===== src/rtl/fifo_rd_scheduler.sv =====
// Round-robin burst scheduler: drains standard-mode source FIFOs into one sink
// FIFO write port, one grant at a time, with a fixed 2-cycle rden->wren latency.
module fifo_rd_scheduler #(
    parameter  int N_SRC     = 4,
    parameter  int IF_WIDTH  = 256,
    parameter  int BURST_LEN = 16,
    localparam int ID_W      = (N_SRC > 2) ? $clog2(N_SRC) : 1,
    localparam int CNT_W     = $clog2(BURST_LEN + 1)
) (
    input  logic                      clk,
    input  logic                      rst,
    input  logic                      enable,
    input  logic [N_SRC*IF_WIDTH-1:0] src_rddata,
    output logic [N_SRC-1:0]          src_rden,
    input  logic [N_SRC-1:0]          src_empty,
    output logic [IF_WIDTH-1:0]       snk_wrdata,
    output logic                      snk_wren,
    input  logic                      snk_full,
    input  logic                      snk_almostfull,
    output logic [ID_W-1:0]           cur_src,
    output logic                      busy
);
    typedef enum logic {S_IDLE, S_BURST} state_t;

    state_t            r_state, w_state_nxt;
    logic [CNT_W-1:0]  r_cnt;
    logic [ID_W-1:0]   r_last, r_cur, r_sel_q, w_win;
    logic              w_win_vld, w_grant, w_exit, w_rd, w_bp, r_rd_q;
    logic [IF_WIDTH-1:0] w_src_arr [N_SRC];

    for (genvar g = 0; g < N_SRC; g++) begin : g_src
        assign w_src_arr[g] = src_rddata[IF_WIDTH*g +: IF_WIDTH];
    end

    assign w_bp = snk_almostfull | snk_full;

    // Rotating priority: first requester after the last granted index, with wrap.
    always_comb begin
        int j;
        logic [ID_W-1:0] idx;
        w_win     = '0;
        w_win_vld = 1'b0;
        j         = 0;
        idx       = '0;
        for (int k = 1; k <= N_SRC; k++) begin
            j = int'(r_last) + k;
            if (j >= N_SRC) j = j - N_SRC;
            idx = ID_W'(j);
            if (!w_win_vld && !src_empty[idx]) begin
                w_win_vld = 1'b1;
                w_win     = idx;
            end
        end
    end

    always_comb begin
        w_state_nxt = r_state;
        w_grant     = 1'b0;
        w_exit      = 1'b0;
        w_rd        = 1'b0;
        case (r_state)
            S_IDLE: begin
                if (enable && w_win_vld && !w_bp) begin
                    w_grant     = 1'b1;
                    w_state_nxt = S_BURST;
                end
            end
            S_BURST: begin
                w_rd = enable && !src_empty[r_cur] && !w_bp && (r_cnt < CNT_W'(BURST_LEN));
                // Leave on the edge of the final read so the next cycle is already IDLE.
                if (!enable || src_empty[r_cur] || (r_cnt >= CNT_W'(BURST_LEN)) ||
                    (w_rd && (r_cnt == CNT_W'(BURST_LEN - 1)))) begin
                    w_exit      = 1'b1;
                    w_state_nxt = S_IDLE;
                end
            end
            default: w_state_nxt = S_IDLE;
        endcase
    end

    always_comb begin
        src_rden        = '0;
        src_rden[r_cur] = w_rd;
    end

    always_ff @(posedge clk or posedge rst) begin
        if (rst) begin
            r_state <= S_IDLE;
            r_cnt   <= '0;
            r_last  <= ID_W'(N_SRC - 1);
            r_cur   <= '0;
        end else begin
            r_state <= w_state_nxt;
            if (w_grant) begin
                r_cur <= w_win;
                r_cnt <= '0;
            end else if (w_rd) begin
                r_cnt <= r_cnt + CNT_W'(1);
            end
            if (w_exit) r_last <= r_cur;
        end
    end

    // Source data lands one cycle after rden; register it once more into the sink.
    always_ff @(posedge clk or posedge rst) begin
        if (rst) begin
            r_rd_q     <= 1'b0;
            r_sel_q    <= '0;
            snk_wren   <= 1'b0;
            snk_wrdata <= '0;
        end else begin
            r_rd_q   <= |src_rden;
            r_sel_q  <= r_cur;
            snk_wren <= r_rd_q;
            if (r_rd_q) snk_wrdata <= w_src_arr[r_sel_q];
        end
    end

    assign cur_src = r_cur;
    assign busy    = (r_state == S_BURST) | r_rd_q | snk_wren;

endmodule


===== config.mk =====
export PLATFORM = sky130hd
export DESIGN_NAME = fifo_rd_scheduler
export DESIGN_NICKNAME = d
export VERILOG_FILES = /design/src/rtl/fifo_rd_scheduler.sv
export SDC_FILE = /design/constraint.sdc
export NUM_CORES = 1
export LEC_CHECK = 0
export CAP_MARGIN = 5
export CORE_AREA = 5 5 501 503
export DETAILED_ROUTE_END_ITERATION = 10
export DIE_AREA = 0 0 506 508
export PLACE_DENSITY_LB_ADDON = 0.05
export SLEW_MARGIN = 20
export SYNTH_ARGS = -nofsm -noshare
export SYNTH_HDL_FRONTEND = slang
export SYNTH_SLANG_ARGS = --single-unit

===== constraint.sdc =====
create_clock -name clk -period 11.79 [get_ports clk]
set_input_delay 1.179 -clock clk [delete_from_list [all_inputs] [get_ports clk]]
set_output_delay 1.179 -clock clk [all_outputs]
set_load 0.02 [all_outputs]

==> results.py, run 1 <==
metrics = {
    "logic_synthesis": {
        "synth.most_common_cell": "dfrtp_1",
        "synth_edf_count": 0,
        "async_reset_ff_frac": 1.00,
        "synth_flop_cell": "dfrtp_1",
        "syn_area_per_cell_sq_um": 18.7,
        "ys_ff_latch": 270,
        "syn_area_sq_mm": 0.0174,
        "synthTopCellsByArea": "dfrtp_1, mux4_2, mux2_4",
        "ys_types": 34,
        "ys_warn_count": 0,
        "ys_seq_area_frac": 0.389,
        "syn-num-nets": 1965,
        "synth_top_area_frac": 0.386,
        "syn_inst": 930,
        "yosysTopAreaCell": "dfrtp_1",
        "synthTopCellsByCount": "dfrtp_1, mux4_2, mux2_4",
    },
    "floorplan": {
        "die_w_um": 506,
        "core_sq_mm": 0.245,
        "die_area_sq_mm": 0.257,
        "initial_core_util": 0.0707,
        "pin_count": 1297,
        "die_h_um": 508,
        "fp-row-count": 182,
    },
    "critical_path": {
        "path_class": "in -> out",
        "crit_required_ps": 10610,
        "cp.buffers_inverters": 3,
        "path_max_fanout": 7,
        "cp-end-kind": "output pin",
        "crit_path_start_kind": "primary input",
        "cpPeakStageDelay_ps": 610,
        "reg2reg_from": "r_sel_q[0]",
        "r2r_setup_slack_ps": 8410,
        "r2r_cells": 4,
        "crit_path_frequent_cell": "clkdlybuf4s50_1",
        "slowest_stage": "or3_1",
        "cp.arrival_ps": 3660,
        "path_cells": "clkdlybuf4s50_1, nand2_1, o211ai_1, or3_1, inv_2, and3_1, clkdlybuf4s50_1",
        "cp_top_family": "buffers and inverters",
        "timing.rr.end": "snk_wrdata[187]",
    },
    "grt": {
        "grt_pass1_vias": 17600,
        "grt_max_degree": 95,
        "antenna_found_initial": 135,
        "grt_use_total": 0.109,
        "grt_first_pass_wirelength_mm": 188,
        "overflow": 0,
    },
    "power": {
        "peakVddDrop_uv": 93.4,
        "p_total_w": 0.00666,
        "p_leak_nw": 12.6,
        "p_per_area_mw_per_mm2": 189,
    },
    "min_path": {
        "hold_path_end": "r_cnt[4]",
        "hp-start": "r_cnt[4]",
        "hold_path_class": "reg -> reg",
        "min_path_cells": 2,
    },
    "detailed_routing": {
        "vias": 15500,
        "ant_nets": 0,
        "wl_per_cell_um": 26.8,
        "dr.pass1.iters": 4,
        "avgViaCountPerCell": 2.82,
        "drtIter0Drc": 614,
        "drcViolationCount": 0,
        "wl_mm": 147,
    },
    "clock_network": {
        "cts-hold-fix-buffers": 0,
        "cts_root_buffer": "clkbuf_16",
        "cts_buffer_depth": 3,
        "post_cts_resized": 0,
        "numCtsBuffers": 47,
        "cts_setup_buffers": 0,
        "insertion_delay_ps": 640,
        "cts_tree": "done",
        "clock-sinks": 270,
        "path_clk_slew_ps": 50,
        "htree_levels": 2,
    },
    "timing": {
        "hold_viol_final": 0,
        "period_needed_ps": 4840,
        "setup_violations": 0,
        "final.period_utilization": 0.410,
        "fmax_mhz": 207,
        "finClkSkew_ps": 24.1,
        "setup-tns-final_ps": 0,
        "slew-limit-headroom": 0.347,
        "slew_viol_final": 0,
        "worst_pin_slew_ps": 979,
        "rsz0062_at_grt": "false",
    },
    "cells_and_area": {
        "fillers": 27300,
        "multi_input_comb_area_sq_mm": 0.00975,
        "drive_above_1_share": 0.272,
        "syn_to_final_growth_pct": 103,
        "nets": 3238,
        "stdcell_count": 5492,
        "register_area_sq_mm": 0.00677,
    },
    "place": {
        "dp.cells": 5374,
        "hpwl_mm": 125,
        "place.gp.congestion": 0.806,
        "port_buffers": 1296,
    },
    "status": {
        "outcome": "finished clean",
    },
    "job": {
        "maxCapViolations": 0,
    },
}
how the worst max path moves through the flow:
stage,startpoint,slack [ps],cells past startpoint,end
6_report,src_empty[1],6950,7,src_rden[3]
5_1_grt,src_empty[1],6690,7,src_rden[3]
4_1_cts,src_empty[1],6860,7,src_rden[3]
3_5_place_dp,src_empty[1],6880,7,src_rden[3]
3_3_place_gp,src_empty[1],6880,7,src_rden[3]
2_1_floorplan,rst,3180,1,cur_src[0]
placed cells by master (no fill, tap or decap), drive strengths merged, types with 2 or more instances in the layout:
master / instances
nand2: 10
nand3: 3
nor4: 2
nor3b: 2
inv: 9
dfstp: 2
dfrtp: 268
nor2: 2
mux4: 256
nor3: 2
clkbuf: 75
bufinv: 2
a211oi: 2
o21ai: 6
clkinv: 6
and3: 2
diode: 31
mux2: 258
nand4: 2
clkdlybuf4s50: 1296
mux2i: 4
buf: 18
or3: 3
ha: 2
stage by stage:
step	worst slack [ps]	util	hold slack (ps)	cell area (sq um)
floorplan	3180	-	352	17400
global placement	6880	0.137	473	33700
global route	6690	0.144	518	35200
detailed placement	6880	0.137	491	33700
finish	6950	0.144	499	35300
CTS	6860	0.144	502	35200
layer usage:
metal  vias to the layer above  GRT usage  part of all wire
met5                         -          0            0.0053
met4                       124     0.0240             0.023
met3                       287     0.0633              0.13
met2                      1004      0.195              0.50
met1                      7608      0.111              0.34
li1                       6437          -                 -
sequential cells by signal, summed over array words and instances (netlist names):
name        flops
snk_wren        1
r_cnt           5
cur_src         2
snk_wrdata    256
r_state         1
r_rd_q          1
r_last          2
r_sel_q         2
worst reg2reg max path: cells and delay by family (launching register included):
family	cells	cell delay [ps]
flops	1	810
buf+inv	2	1440
mux	2	1030
report_power, final:
part	internal, W	switching [W]
Clock	0.000830	0.000573
Sequential	0.00131	0.000297
Combinational	0.00198	0.00166
Total	0.00413	0.00254
area by class of cell:
cell class,instances,area share
timing repair buffer,1314,0.373
multi-input combinational,564,0.276
sequential,270,0.192
tap,3220,0.114
clock buffer,75,0.0386
clock inverter,12,0.00351
antenna,31,0.00220
inverter,6,0.000850
logic make-up after synthesis:
logic type      after synthesis  synth area share
fa+ha+maj                     2           0.00144
mux                         518             0.545
simple gates                 30           0.00944
compound gates               14           0.00569
buf+inv                      96            0.0491
flops                       270             0.389
(Power assumes the default switching activity.)
==> run 2: changes to the inputs <==
CORE_AREA = 5 5 509 511   (was 5 5 501 503)
DIE_AREA = 0 0 514 516   (was 0 0 506 508)
clock period = 4.2 ns   (was 11.79 ns; I/O delays follow)
==> results.py, run 2 (synthesis results as in run 1) <==
metrics = {
    "floorplan": {
        "initial_core_util": 0.0685,
        "fp-row-count": 185,
        "core_sq_mm": 0.253,
        "die_area_sq_mm": 0.265,
        "pin_count": 1297,
        "die_w_um": 514,
        "die_h_um": 516,
    },
    "clock_network": {
        "cts_tree": "done",
        "cts_root_buffer": "clkbuf_16",
        "cts_buffer_depth": 3,
        "clock-sinks": 270,
        "post_cts_resized": 0,
        "htree_levels": 2,
        "cts_setup_buffers": 0,
        "path_clk_slew_ps": 50,
        "numCtsBuffers": 46,
        "cts-hold-fix-buffers": 0,
        "insertion_delay_ps": 640,
    },
    "critical_path": {
        "path_max_fanout": 11,
        "slowest_stage": "clkdlybuf4s50_1",
        "critical_path.startpoint": "cur_src[1]",
        "crit_end": "src_rden[3]",
        "path_class": "reg -> out",
        "cp-end-kind": "output pin",
        "crit_path_start_kind": "flip-flop",
        "r2r_cells": 3,
        "crit_required_ps": 3780,
        "r2r_setup_slack_ps": 1670,
        "cp.arrival_ps": 3050,
        "path_cells": "mux2i_1, o21ai_2, or3_1, inv_2, and3_1, clkdlybuf4s50_1",
        "reg2reg_from": "r_sel_q[0]",
        "timing.rr.end": "snk_wrdata[73]",
        "cpPeakStageDelay_ps": 620,
    },
    "grt": {
        "grt_max_degree": 93,
        "antenna_found_initial": 139,
        "overflow": 0,
        "grt_first_pass_wirelength_mm": 195,
        "grt_pass1_vias": 18400,
        "grt_use_total": 0.111,
    },
    "place": {
        "dp.cells": 5550,
        "hpwl_mm": 132,
        "place.gp.congestion": 0.820,
        "port_buffers": 1296,
    },
    "timing": {
        "rsz0062_at_grt": "false",
        "period_needed_ps": 3470,
        "slew_viol_final": 0,
        "finClkSkew_ps": 27.0,
        "whs_ps": 321,
        "final.period_utilization": 0.827,
        "setup_violations": 0,
        "hold_viol_final": 0,
        "slew-limit-headroom": 0.289,
        "setup-tns-final_ps": 0,
        "worst_pin_slew_ps": 1070,
        "fmax_mhz": 288,
    },
    "job": {
        "maxCapViolations": 0,
    },
    "cells_and_area": {
        "layout_common_cells": "clkdlybuf4s50_1, dfrtp_1, mux4_2, mux2_4, mux2_2",
        "syn_to_final_growth_pct": 107,
        "final_util": 0.142,
        "largest_register_ffs": 256,
        "nets": 3267,
        "stdcell_count": 5687,
        "drive_above_1_share": 0.281,
        "largest-register": "snk_wrdata",
        "reg_top3": "snk_wrdata: 256 flops, r_cnt: 5 flops",
        "fillers": 28300,
        "layout_commonest_cell": "clkdlybuf4s50_1",
    },
    "detailed_routing": {
        "dr.pass1.iters": 4,
        "vias": 15800,
        "wl_mm": 154,
        "ant_nets": 0,
        "wl_per_cell_um": 27.1,
        "drcViolationCount": 0,
        "avgViaCountPerCell": 2.77,
        "drtIter0Drc": 489,
    },
    "power": {
        "peakVddDrop_uv": 302,
        "p_leak_nw": 12.8,
        "p_per_area_mw_per_mm2": 529,
        "p_total_w": 0.0190,
    },
    "min_path": {
        "hold_path_class": "in -> async",
    },
    "status": {
        "outcome": "finished clean",
    },
}
run 2: cell types whose count changed in the layout (fill, tap and decap cells not counted), sizes merged:
cell	change
buf	+30
clkbuf	+3
inv	-4
diode	+22
clkinv	-2
run 2: cell type report:
type	instances	area (sq um)	area share
Timing Repair Buffer	1344	13500	0.377
Multi-Input combinational cell	564	9750	0.271
Sequential cell	270	6770	0.188
Tap cell	3366	4210	0.117
Clock buffer	78	1440	0.0399
Antenna cell	53	133	0.00369
Clock inverter	6	80.1	0.00223
Inverter	6	26.3	0.000731
run 2: worst min path at each step:
| stage | endpoint | slack (ps) | cells past startpoint | from |
|---|---|---|---|---|
| CTS | snk_wrdata[181] | 300 | 2 | rst |
| floorplan | snk_wren | 350 | 0 | r_rd_q |
| global placement | r_cnt[4] | 490 | 2 | r_cnt[4] |
| detailed placement | r_cnt[4] | 480 | 2 | r_cnt[4] |
| global route | snk_wrdata[177] | 340 | 2 | rst |
| finish | snk_wrdata[177] | 320 | 2 | rst |
run 2: layer usage:
layer	routed length, um	vias to the layer above	global-route usage
met1	53200	7897	0.110
met4	3180	82	0.0275
met5	495	-	0.00180
li1	-	6538	-
met3	18100	251	0.0611
met2	78800	996	0.201
run 2: stage by stage:
stage / setup WS (ps) / instance area [sq um]
after floorplan: 214 / 17400
after global placement: 802 / 34300
after detailed placement: 832 / 34300
after CTS: 551 / 35800
final: 726 / 36000
after global routing: 447 / 35900
run 2: critical path, delay by kind of cell, from the launching register on:
| family | cells | cell delay (ps) |
|---|---|---|
| AOI/OAI and AO/OA | 1 | 120 |
| buffers and inverters | 2 | 730 |
| DFF | 1 | 580 |
| muxes | 1 | 260 |
| and+or+nand+nor | 2 | 740 |
run 2: power by group:
group / total (W) / leakage (nW) / internal (W) / switching (W)
registers: 0.00455 / 3.56 / 0.00369 / 0.000865
clock network: 0.00400 / 0.742 / 0.00242 / 0.00158
logic: 0.0105 / 8.52 / 0.00569 / 0.00478
total: 0.0190 / 12.8 / 0.0118 / 0.00723
